### config.mk
export PLATFORM = sky130hd
export DESIGN_NAME = pipeline_hazard_ctrl_flat
export DESIGN_NICKNAME = d
export VERILOG_FILES = /design/src/rtl/pipeline_hazard_ctrl_if.sv /design/src/rtl/pipeline_hazard_ctrl.sv /design/src/flat_wrapper.sv
export SDC_FILE = /design/constraint.sdc
export NUM_CORES = 1
export LEC_CHECK = 0
export ABC_AREA = 1
export BUFFER_PORTS_ARGS = -buffer_cell sky130_fd_sc_hd__buf_2
export CORE_AREA = 2 2 75 77
export DETAILED_ROUTE_END_ITERATION = 8
export DIE_AREA = 0 0 77 79
export PLACE_DENSITY = 0.82
export SETUP_SLACK_MARGIN = 0.02
export SYNTH_ARGS = -nofsm -noshare
export SYNTH_HDL_FRONTEND = slang
export SYNTH_SLANG_ARGS = --single-unit
### constraint.sdc
create_clock -name clock -period 3.3 [get_ports clock]
set_input_delay 0.66 -clock clock [delete_from_list [all_inputs] [get_ports clock]]
set_output_delay 0.66 -clock clock [all_outputs]
set_load 0.02 [all_outputs]
### src/rtl/pipeline_hazard_ctrl_if.sv
// rtl/pipeline_hazard_ctrl_if.sv - hazard controller signal bundle between core datapath and control unit
interface pipeline_hazard_ctrl_if #(
    parameter int AW    = 5,
    parameter int NREG  = 4,
    parameter int CNT_W = 16
);
    logic             branch_taken;
    logic [AW-1:0]    id_rs;
    logic [AW-1:0]    id_rt;
    logic [AW-1:0]    ex_rs;
    logic [AW-1:0]    ex_rt;
    logic             ex_memread;
    logic             ex_busy;
    logic             exm_regw;
    logic [AW-1:0]    exm_rd;
    logic             mwb_regw;
    logic [AW-1:0]    mwb_rd;
    logic             pc_write;
    logic [NREG-1:0]  pipe_write;
    logic [NREG-1:0]  pipe_clear;
    logic [1:0]       fwd_a;
    logic [1:0]       fwd_b;
    logic             mc_abort;
    logic             mc_timeout;
    logic [CNT_W-1:0] stall_cnt;
    logic [CNT_W-1:0] flush_cnt;

    modport master (
        output branch_taken, id_rs, id_rt, ex_rs, ex_rt, ex_memread, ex_busy,
               exm_regw, exm_rd, mwb_regw, mwb_rd,
        input  pc_write, pipe_write, pipe_clear, fwd_a, fwd_b, mc_abort,
               mc_timeout, stall_cnt, flush_cnt
    );

    modport slave (
        input  branch_taken, id_rs, id_rt, ex_rs, ex_rt, ex_memread, ex_busy,
               exm_regw, exm_rd, mwb_regw, mwb_rd,
        output pc_write, pipe_write, pipe_clear, fwd_a, fwd_b, mc_abort,
               mc_timeout, stall_cnt, flush_cnt
    );
endinterface

### src/rtl/pipeline_hazard_ctrl.sv
// rtl/pipeline_hazard_ctrl.sv - 5-stage pipeline stall/flush sequencer, forwarding selects and perf counters
module pipeline_hazard_ctrl #(
    parameter int AW       = 5,
    parameter int NREG     = 4,
    parameter int BR_FLUSH = 3,
    parameter int MC_MAX   = 32,
    parameter int CNT_W    = 16
) (
    input  logic                  clock,
    input  logic                  reset,
    pipeline_hazard_ctrl_if.slave hz
);
    typedef enum logic [1:0] {RUN, LOAD_STALL, MC_STALL, FLUSH} state_t;

    localparam int BW = $clog2(MC_MAX + 1);
    localparam logic [BW-1:0] MC_TOP  = BW'(MC_MAX);
    localparam logic [BW-1:0] MC_LAST = BW'(MC_MAX - 1);

    state_t           state, state_nxt;
    logic [BW-1:0]    busy_cnt;
    logic             mc_timeout;
    logic [CNT_W-1:0] stall_cnt;
    logic [CNT_W-1:0] flush_cnt;

    logic             load_use, ev_branch, ev_busy, ev_load;
    logic             pc_write_c, mc_abort_c;
    logic [NREG-1:0]  pipe_write_c, pipe_clear_c;
    logic [1:0]       fwd_a_c, fwd_b_c;

    function automatic logic [1:0] fwd_sel(input logic [AW-1:0] src);
        if (hz.exm_regw && hz.exm_rd != '0 && hz.exm_rd == src)
            return 2'b01;
        else if (hz.mwb_regw && hz.mwb_rd != '0 && hz.mwb_rd == src)
            return 2'b10;
        else
            return 2'b00;
    endfunction

    // FLUSH masks everything; LOAD_STALL masks only a repeat load-use so one bubble is inserted per load
    always_comb begin
        load_use  = hz.ex_memread && hz.ex_rt != '0 &&
                    (hz.ex_rt == hz.id_rs || hz.ex_rt == hz.id_rt);
        ev_branch = (state != FLUSH) && hz.branch_taken;
        ev_busy   = (state != FLUSH) && hz.ex_busy && !hz.branch_taken;
        ev_load   = (state == RUN || state == MC_STALL) && load_use &&
                    !hz.branch_taken && !hz.ex_busy;
    end

    always_comb begin
        state_nxt    = RUN;
        pc_write_c   = 1'b1;
        pipe_write_c = '1;
        pipe_clear_c = '0;
        mc_abort_c   = 1'b0;
        fwd_a_c      = 2'b00;
        fwd_b_c      = 2'b00;
        if (reset) begin
            pipe_clear_c = '1;
        end else begin
            fwd_a_c = fwd_sel(hz.ex_rs);
            fwd_b_c = fwd_sel(hz.ex_rt);
            if (ev_branch) begin
                for (int i = 0; i < BR_FLUSH; i++)
                    pipe_clear_c[i] = 1'b1;
                mc_abort_c = hz.ex_busy;
                state_nxt  = FLUSH;
            end else if (ev_busy) begin
                pc_write_c      = 1'b0;
                pipe_write_c[0] = 1'b0;
                pipe_write_c[1] = 1'b0;
                pipe_clear_c[2] = 1'b1;
                state_nxt       = MC_STALL;
            end else if (ev_load) begin
                pc_write_c      = 1'b0;
                pipe_write_c[0] = 1'b0;
                pipe_clear_c[1] = 1'b1;
                state_nxt       = LOAD_STALL;
            end
        end
    end

    always_ff @(posedge clock) begin
        if (reset) begin
            state      <= RUN;
            busy_cnt   <= '0;
            mc_timeout <= 1'b0;
            stall_cnt  <= '0;
            flush_cnt  <= '0;
        end else begin
            state <= state_nxt;
            if (!pc_write_c && stall_cnt != '1)
                stall_cnt <= stall_cnt + 1'b1;
            if (ev_branch && flush_cnt != '1)
                flush_cnt <= flush_cnt + 1'b1;
            // an aborted op restarts its timeout budget from zero
            if (ev_branch || !hz.ex_busy)
                busy_cnt <= '0;
            else if (ev_busy && busy_cnt != MC_TOP)
                busy_cnt <= busy_cnt + 1'b1;
            if (ev_busy && busy_cnt == MC_LAST)
                mc_timeout <= 1'b1;
        end
    end

    assign hz.pc_write   = pc_write_c;
    assign hz.pipe_write = pipe_write_c;
    assign hz.pipe_clear = pipe_clear_c;
    assign hz.fwd_a      = fwd_a_c;
    assign hz.fwd_b      = fwd_b_c;
    assign hz.mc_abort   = mc_abort_c;
    assign hz.mc_timeout = mc_timeout;
    assign hz.stall_cnt  = stall_cnt;
    assign hz.flush_cnt  = flush_cnt;
endmodule
### src/flat_wrapper.sv
// flat-port wrapper written by rule: the top's interface ports become plain ports
module pipeline_hazard_ctrl_flat 
#(
    parameter int AW       = 5,
    parameter int NREG     = 4,
    parameter int BR_FLUSH = 3,
    parameter int MC_MAX   = 32,
    parameter int CNT_W    = 16
)
  (clock, reset, hz_branch_taken, hz_id_rs, hz_id_rt, hz_ex_rs, hz_ex_rt, hz_ex_memread, hz_ex_busy, hz_exm_regw, hz_exm_rd, hz_mwb_regw, hz_mwb_rd, hz_pc_write, hz_pipe_write, hz_pipe_clear, hz_fwd_a, hz_fwd_b, hz_mc_abort, hz_mc_timeout, hz_stall_cnt, hz_flush_cnt);
  pipeline_hazard_ctrl_if #(.AW(AW), .NREG(NREG), .CNT_W(CNT_W)) hz_i ();
  input  logic clock;
  input  logic reset;
  input wire logic [$bits(hz_i.branch_taken)-1:0] hz_branch_taken;
  input wire logic [$bits(hz_i.id_rs)-1:0] hz_id_rs;
  input wire logic [$bits(hz_i.id_rt)-1:0] hz_id_rt;
  input wire logic [$bits(hz_i.ex_rs)-1:0] hz_ex_rs;
  input wire logic [$bits(hz_i.ex_rt)-1:0] hz_ex_rt;
  input wire logic [$bits(hz_i.ex_memread)-1:0] hz_ex_memread;
  input wire logic [$bits(hz_i.ex_busy)-1:0] hz_ex_busy;
  input wire logic [$bits(hz_i.exm_regw)-1:0] hz_exm_regw;
  input wire logic [$bits(hz_i.exm_rd)-1:0] hz_exm_rd;
  input wire logic [$bits(hz_i.mwb_regw)-1:0] hz_mwb_regw;
  input wire logic [$bits(hz_i.mwb_rd)-1:0] hz_mwb_rd;
  output wire logic [$bits(hz_i.pc_write)-1:0] hz_pc_write;
  output wire logic [$bits(hz_i.pipe_write)-1:0] hz_pipe_write;
  output wire logic [$bits(hz_i.pipe_clear)-1:0] hz_pipe_clear;
  output wire logic [$bits(hz_i.fwd_a)-1:0] hz_fwd_a;
  output wire logic [$bits(hz_i.fwd_b)-1:0] hz_fwd_b;
  output wire logic [$bits(hz_i.mc_abort)-1:0] hz_mc_abort;
  output wire logic [$bits(hz_i.mc_timeout)-1:0] hz_mc_timeout;
  output wire logic [$bits(hz_i.stall_cnt)-1:0] hz_stall_cnt;
  output wire logic [$bits(hz_i.flush_cnt)-1:0] hz_flush_cnt;
  assign hz_i.branch_taken = hz_branch_taken;
  assign hz_i.id_rs = hz_id_rs;
  assign hz_i.id_rt = hz_id_rt;
  assign hz_i.ex_rs = hz_ex_rs;
  assign hz_i.ex_rt = hz_ex_rt;
  assign hz_i.ex_memread = hz_ex_memread;
  assign hz_i.ex_busy = hz_ex_busy;
  assign hz_i.exm_regw = hz_exm_regw;
  assign hz_i.exm_rd = hz_exm_rd;
  assign hz_i.mwb_regw = hz_mwb_regw;
  assign hz_i.mwb_rd = hz_mwb_rd;
  assign hz_pc_write = hz_i.pc_write;
  assign hz_pipe_write = hz_i.pipe_write;
  assign hz_pipe_clear = hz_i.pipe_clear;
  assign hz_fwd_a = hz_i.fwd_a;
  assign hz_fwd_b = hz_i.fwd_b;
  assign hz_mc_abort = hz_i.mc_abort;
  assign hz_mc_timeout = hz_i.mc_timeout;
  assign hz_stall_cnt = hz_i.stall_cnt;
  assign hz_flush_cnt = hz_i.flush_cnt;
  pipeline_hazard_ctrl #(.AW(AW), .NREG(NREG), .BR_FLUSH(BR_FLUSH), .MC_MAX(MC_MAX), .CNT_W(CNT_W)) u_core (.clock(clock), .reset(reset), .hz(hz_i));
endmodule
==> impl.org <==
** Placement
- Placed wire-length estimate after detailed placement :: 5211 um
- Gpl congestion :: 0.8541
- DP Area :: 3243 um2
- During placement, the flow inserted port buffers numbering 81.

** Floorplan
- 84 I/O pins were placed.
- The die covers 6083 um2.
- The floorplan step set the die height to 79 um.
- Die W :: 77 um
- Core Area :: 5338 um2
- The initial utilization of the core area, before any placement, comes to 0.5267.
- Number of standard-cell rows in the floorplan :: 27

** Routing
- The routed layout has 3,028 vias.
- DR WL/cell :: 11.92 um
- Before antenna repair, the detailed router went through 5 iterations.
- In the routed layout, each cell is associated on average with a via count of 5.185.
- In this run, the number of DRC markers left after iteration 0 of detailed routing was 104.
- In this run the remaining antenna-violating nets after routing total 0.
- # DRC :: 0
- Aggregate routed wire length :: 6959 um

** Synth
- The area fraction in compound gates after synthesis came to 0.09880.
- In this run, synthesis inferred 0 flip-flops with an integrated enable.
- In this run, distinct cell masters in the synthesized netlist total 35.
- The share of synthesized area in the top cell type comes to 0.2919.
- Of the total synthesized cell area, the portion taken by AND, OR, NAND and NOR gates is 0.3716.
- Area of the mapped netlist :: 2811 um2
- The most common cell in the synthesized netlist is sky130_fd_sc_hd__nand2_1.
- Of the total synthesized cell area, the portion taken by XOR and XNOR cells is 0.1090.
- Sequential fraction of the synthesis area :: 0.2919
- Avg Inst Size Synth :: 6.463 um2
- Count of yosys warnings during synthesis :: 0
- Mux share of post-synthesis cell area :: 0
- Post-synthesis cell count :: 435
- Top area cells in the synthesized netlist :: sky130_fd_sc_hd__dfxtp_1, sky130_fd_sc_hd__nand2_1, sky130_fd_sc_hd__inv_1
- Summed over all instances, the cell type with the most area after synthesis is sky130_fd_sc_hd__dfxtp_1.
- Synthesis inferred 41 register bits.
- Largest family of logic cells by synthesized area :: simple AND/OR/NAND/NOR gates
- Primary FF master, synth :: sky130_fd_sc_hd__dfxtp_1
- Ys async rst share :: 0
- Most frequent cells after synthesis :: sky130_fd_sc_hd__nand2_1, sky130_fd_sc_hd__inv_1, sky130_fd_sc_hd__nor2_1, sky130_fd_sc_hd__dfxtp_1, sky130_fd_sc_hd__a21oi_1
- Fraction of the mapped netlist area in adder cells :: 0.01780

** Clocking
- The tree built by TritonCTS fans out to 41 sinks.
- TritonCTS built the clock tree.
- Clock-pin slew was measured on the worst setup and hold paths at 80 ps.
- Number of buffers created by CTS :: 5
- The H-tree was split into 2 levels.
- Once the clock tree was built, the resizer swapped 0 gates to a different size.
- Setup repair bufs after CTS :: 0
- Clock tree buffer depth :: 2
- Root buffer cell :: sky130_fd_sc_hd__clkbuf_8
- Hold repair after CTS inserted 0 buffers.
- Insertion delay to the later sink of the worst-skew pair :: 300 ps

** Layout
- For this run, the post-layout net count is 552.
- Of the cells placed in the final design, the portion with a size suffix greater than 1 is 0.2070.
- Post-Layout Inst Area :: 3363 um2
- 0 antenna diodes ended up in the layout.
- Area growth, synth to finish :: 19.63%
- Final design utilization :: 0.6301

** Setup path
- Counting both buffers and inverters, the worst setup path holds a total of 3.
- Critical-path maximum fanout :: 4
- In this design, the largest share of critical-path delay is due to simple AND/OR/NAND/NOR gates.
- Crit path cell chain :: buf_2 > xor2_1 > or2_2 > nor4_1 > inv_1 > nor2_1 > buf_2
- The cell that appears most often on the critical path is sky130_fd_sc_hd__buf_2.
- Data on the critical path arrives at its endpoint at 1840 ps.
- For this run, the slowest stage of the critical path takes 300 ps.
- Data required time of the worst path :: 2640 ps
- Cell at the slowest stage of the critical path :: sky130_fd_sc_hd__or2_2
- Worst Path Class, Setup :: in2out
- The worst setup path is launched from an input pin.
- The worst setup path is captured at an output pin.

** STA
- Final setup violation count :: 0
- Final Hold Viols :: 0
- Share of the cycle needed by the critical path after routing :: 0.7579
- At the pin with the least slew margin, the transition time is 542.0 ps.
- Headroom to the max-slew limit came out at 0.6340.
- Minimum period implied by the final worst setup slack :: 2501 ps
- Setup total negative slack on the finished layout was measured at 0 ps.
- For the final database, setup skew stands at 9.451 ps.
- RSZ-0062 raised after global routing :: false
- Slew Viols, Final :: 0
- Fmax :: 399.8 MHz

** GRT
- All-layer global routing usage :: 0.2286
- The number of antenna violations at the first check in global routing came to 0.
- The number of global-route vias before repair came to 2,790.
- Entering global routing, the biggest net connects 25 pins.
- Global routing finished with a remaining overflow of 0.
- First-pass GRT wire length :: 11,510 um

** Power
- Dividing total power by cell area gives a power density of 325.9 nW/um2.
- The analysis attributes to cell leakage a power of 0.001507 uW.
- Maximum vdd ir drop :: 0.2638 mV

** Run
- The tool flagged a number of max-cap violations equal to 0.

** Outcome
- The run finished with clean final reports.

** Hold path
- The worst hold path belongs to the class reg2reg.
stage by stage:
step	power, uW	hold slack, ps	worst slack (ps)	cells
after floorplan	620.3	434.5	754.4	436
after detailed placement	677.5	459.7	785.2	576
after global routing	1144	500.8	660.3	584
after global placement	673.5	451.0	806.2	576
final	1096	475.4	799.0	584
after CTS	1105	478.9	777.7	584
flip-flops by register name, summed over array words and instances, names as in the netlist:
register and flops:
u_core.hz.flush_cnt 16, u_core.hz.stall_cnt 16, u_core.busy_cnt 6, u_core.state 2, u_core.hz.mc_timeout 1
layer usage:
| metal | vias to the layer above | part of all wire | wire, um | GRT usage |
|---|---|---|---|---|
| li1 | 1546 | - | - | - |
| met1 | 1387 | 0.44 | 3044 | 0.2590 |
| met2 | 74 | 0.50 | 3451 | 0.4237 |
| met3 | 21 | 0.039 | 273 | 0.04773 |
| met4 | 0 | 0.027 | 190 | 0.08393 |
| met5 | - | 0 | 0 | 0 |
cell type report:
class                   count  area (um2)
clock buffers               6       82.58
clock inverters             2       37.54
fillers                   498        1974
inverters                  58       217.7
multi-input cells         321        1687
flip-flops and latches     41       820.8
well taps                  72       90.09
repair buffers             84       427.9
final timing paths:
check                                              end              startpoint  slack [ps]  cells past startpoint
worst max register to register  u_core.hz.flush_cnt[9]  u_core.hz.flush_cnt[0]        1000                     10
worst min register to register      u_core.busy_cnt[2]      u_core.busy_cnt[2]         480                      1
worst max-delay path                       hz_fwd_a[0]            hz_exm_rd[3]         800                      7
worst min-delay path                u_core.busy_cnt[2]      u_core.busy_cnt[2]         480                      1
power breakdown:
| part | switching (uW) | internal, uW |
|---|---|---|
| logic | 102 | 59.6 |
| clock network | 184 | 246 |
| registers | 5.03 | 500 |
| total | 291 | 805 |
cell families after synthesis:
family | after synthesis
buffers and inverters | 74
other | 1
and+or+nand+nor | 229
DFF | 41
xor gates and xnor gates | 35
AOI/OAI and AO/OA | 51
adders and majority gates | 4
cell usage in the layout (no fill, tap or decap), types with 2 or more instances in the layout:
cell type / synthesis / routed
sky130_fd_sc_hd__a211oi_1: 2 / 2
sky130_fd_sc_hd__a21oi_1: 33 / 33
sky130_fd_sc_hd__a31oi_1: 3 / 3
sky130_fd_sc_hd__buf_2: 2 / 81
sky130_fd_sc_hd__buf_4: 5 / 3
sky130_fd_sc_hd__clkbuf_8: 0 / 6
sky130_fd_sc_hd__conb_1: 1 / 2
sky130_fd_sc_hd__dfxtp_1: 41 / 41
sky130_fd_sc_hd__ha_1: 4 / 4
sky130_fd_sc_hd__inv_1: 55 / 55
sky130_fd_sc_hd__inv_2: 3 / 3
sky130_fd_sc_hd__nand2_1: 103 / 103
sky130_fd_sc_hd__nand2_4: 2 / 2
sky130_fd_sc_hd__nand3_1: 23 / 23
sky130_fd_sc_hd__nand3b_1: 2 / 2
sky130_fd_sc_hd__nand4_1: 21 / 21
sky130_fd_sc_hd__nor2_1: 53 / 53
sky130_fd_sc_hd__nor2_4: 2 / 2
sky130_fd_sc_hd__nor3_1: 13 / 13
sky130_fd_sc_hd__nor4_1: 3 / 3
sky130_fd_sc_hd__o21a_1: 2 / 2
sky130_fd_sc_hd__o21ai_0: 8 / 8
sky130_fd_sc_hd__or2_2: 3 / 3
sky130_fd_sc_hd__xnor2_1: 16 / 16
sky130_fd_sc_hd__xor2_1: 19 / 19
Note: power is estimated with default switching activity, not from simulation.
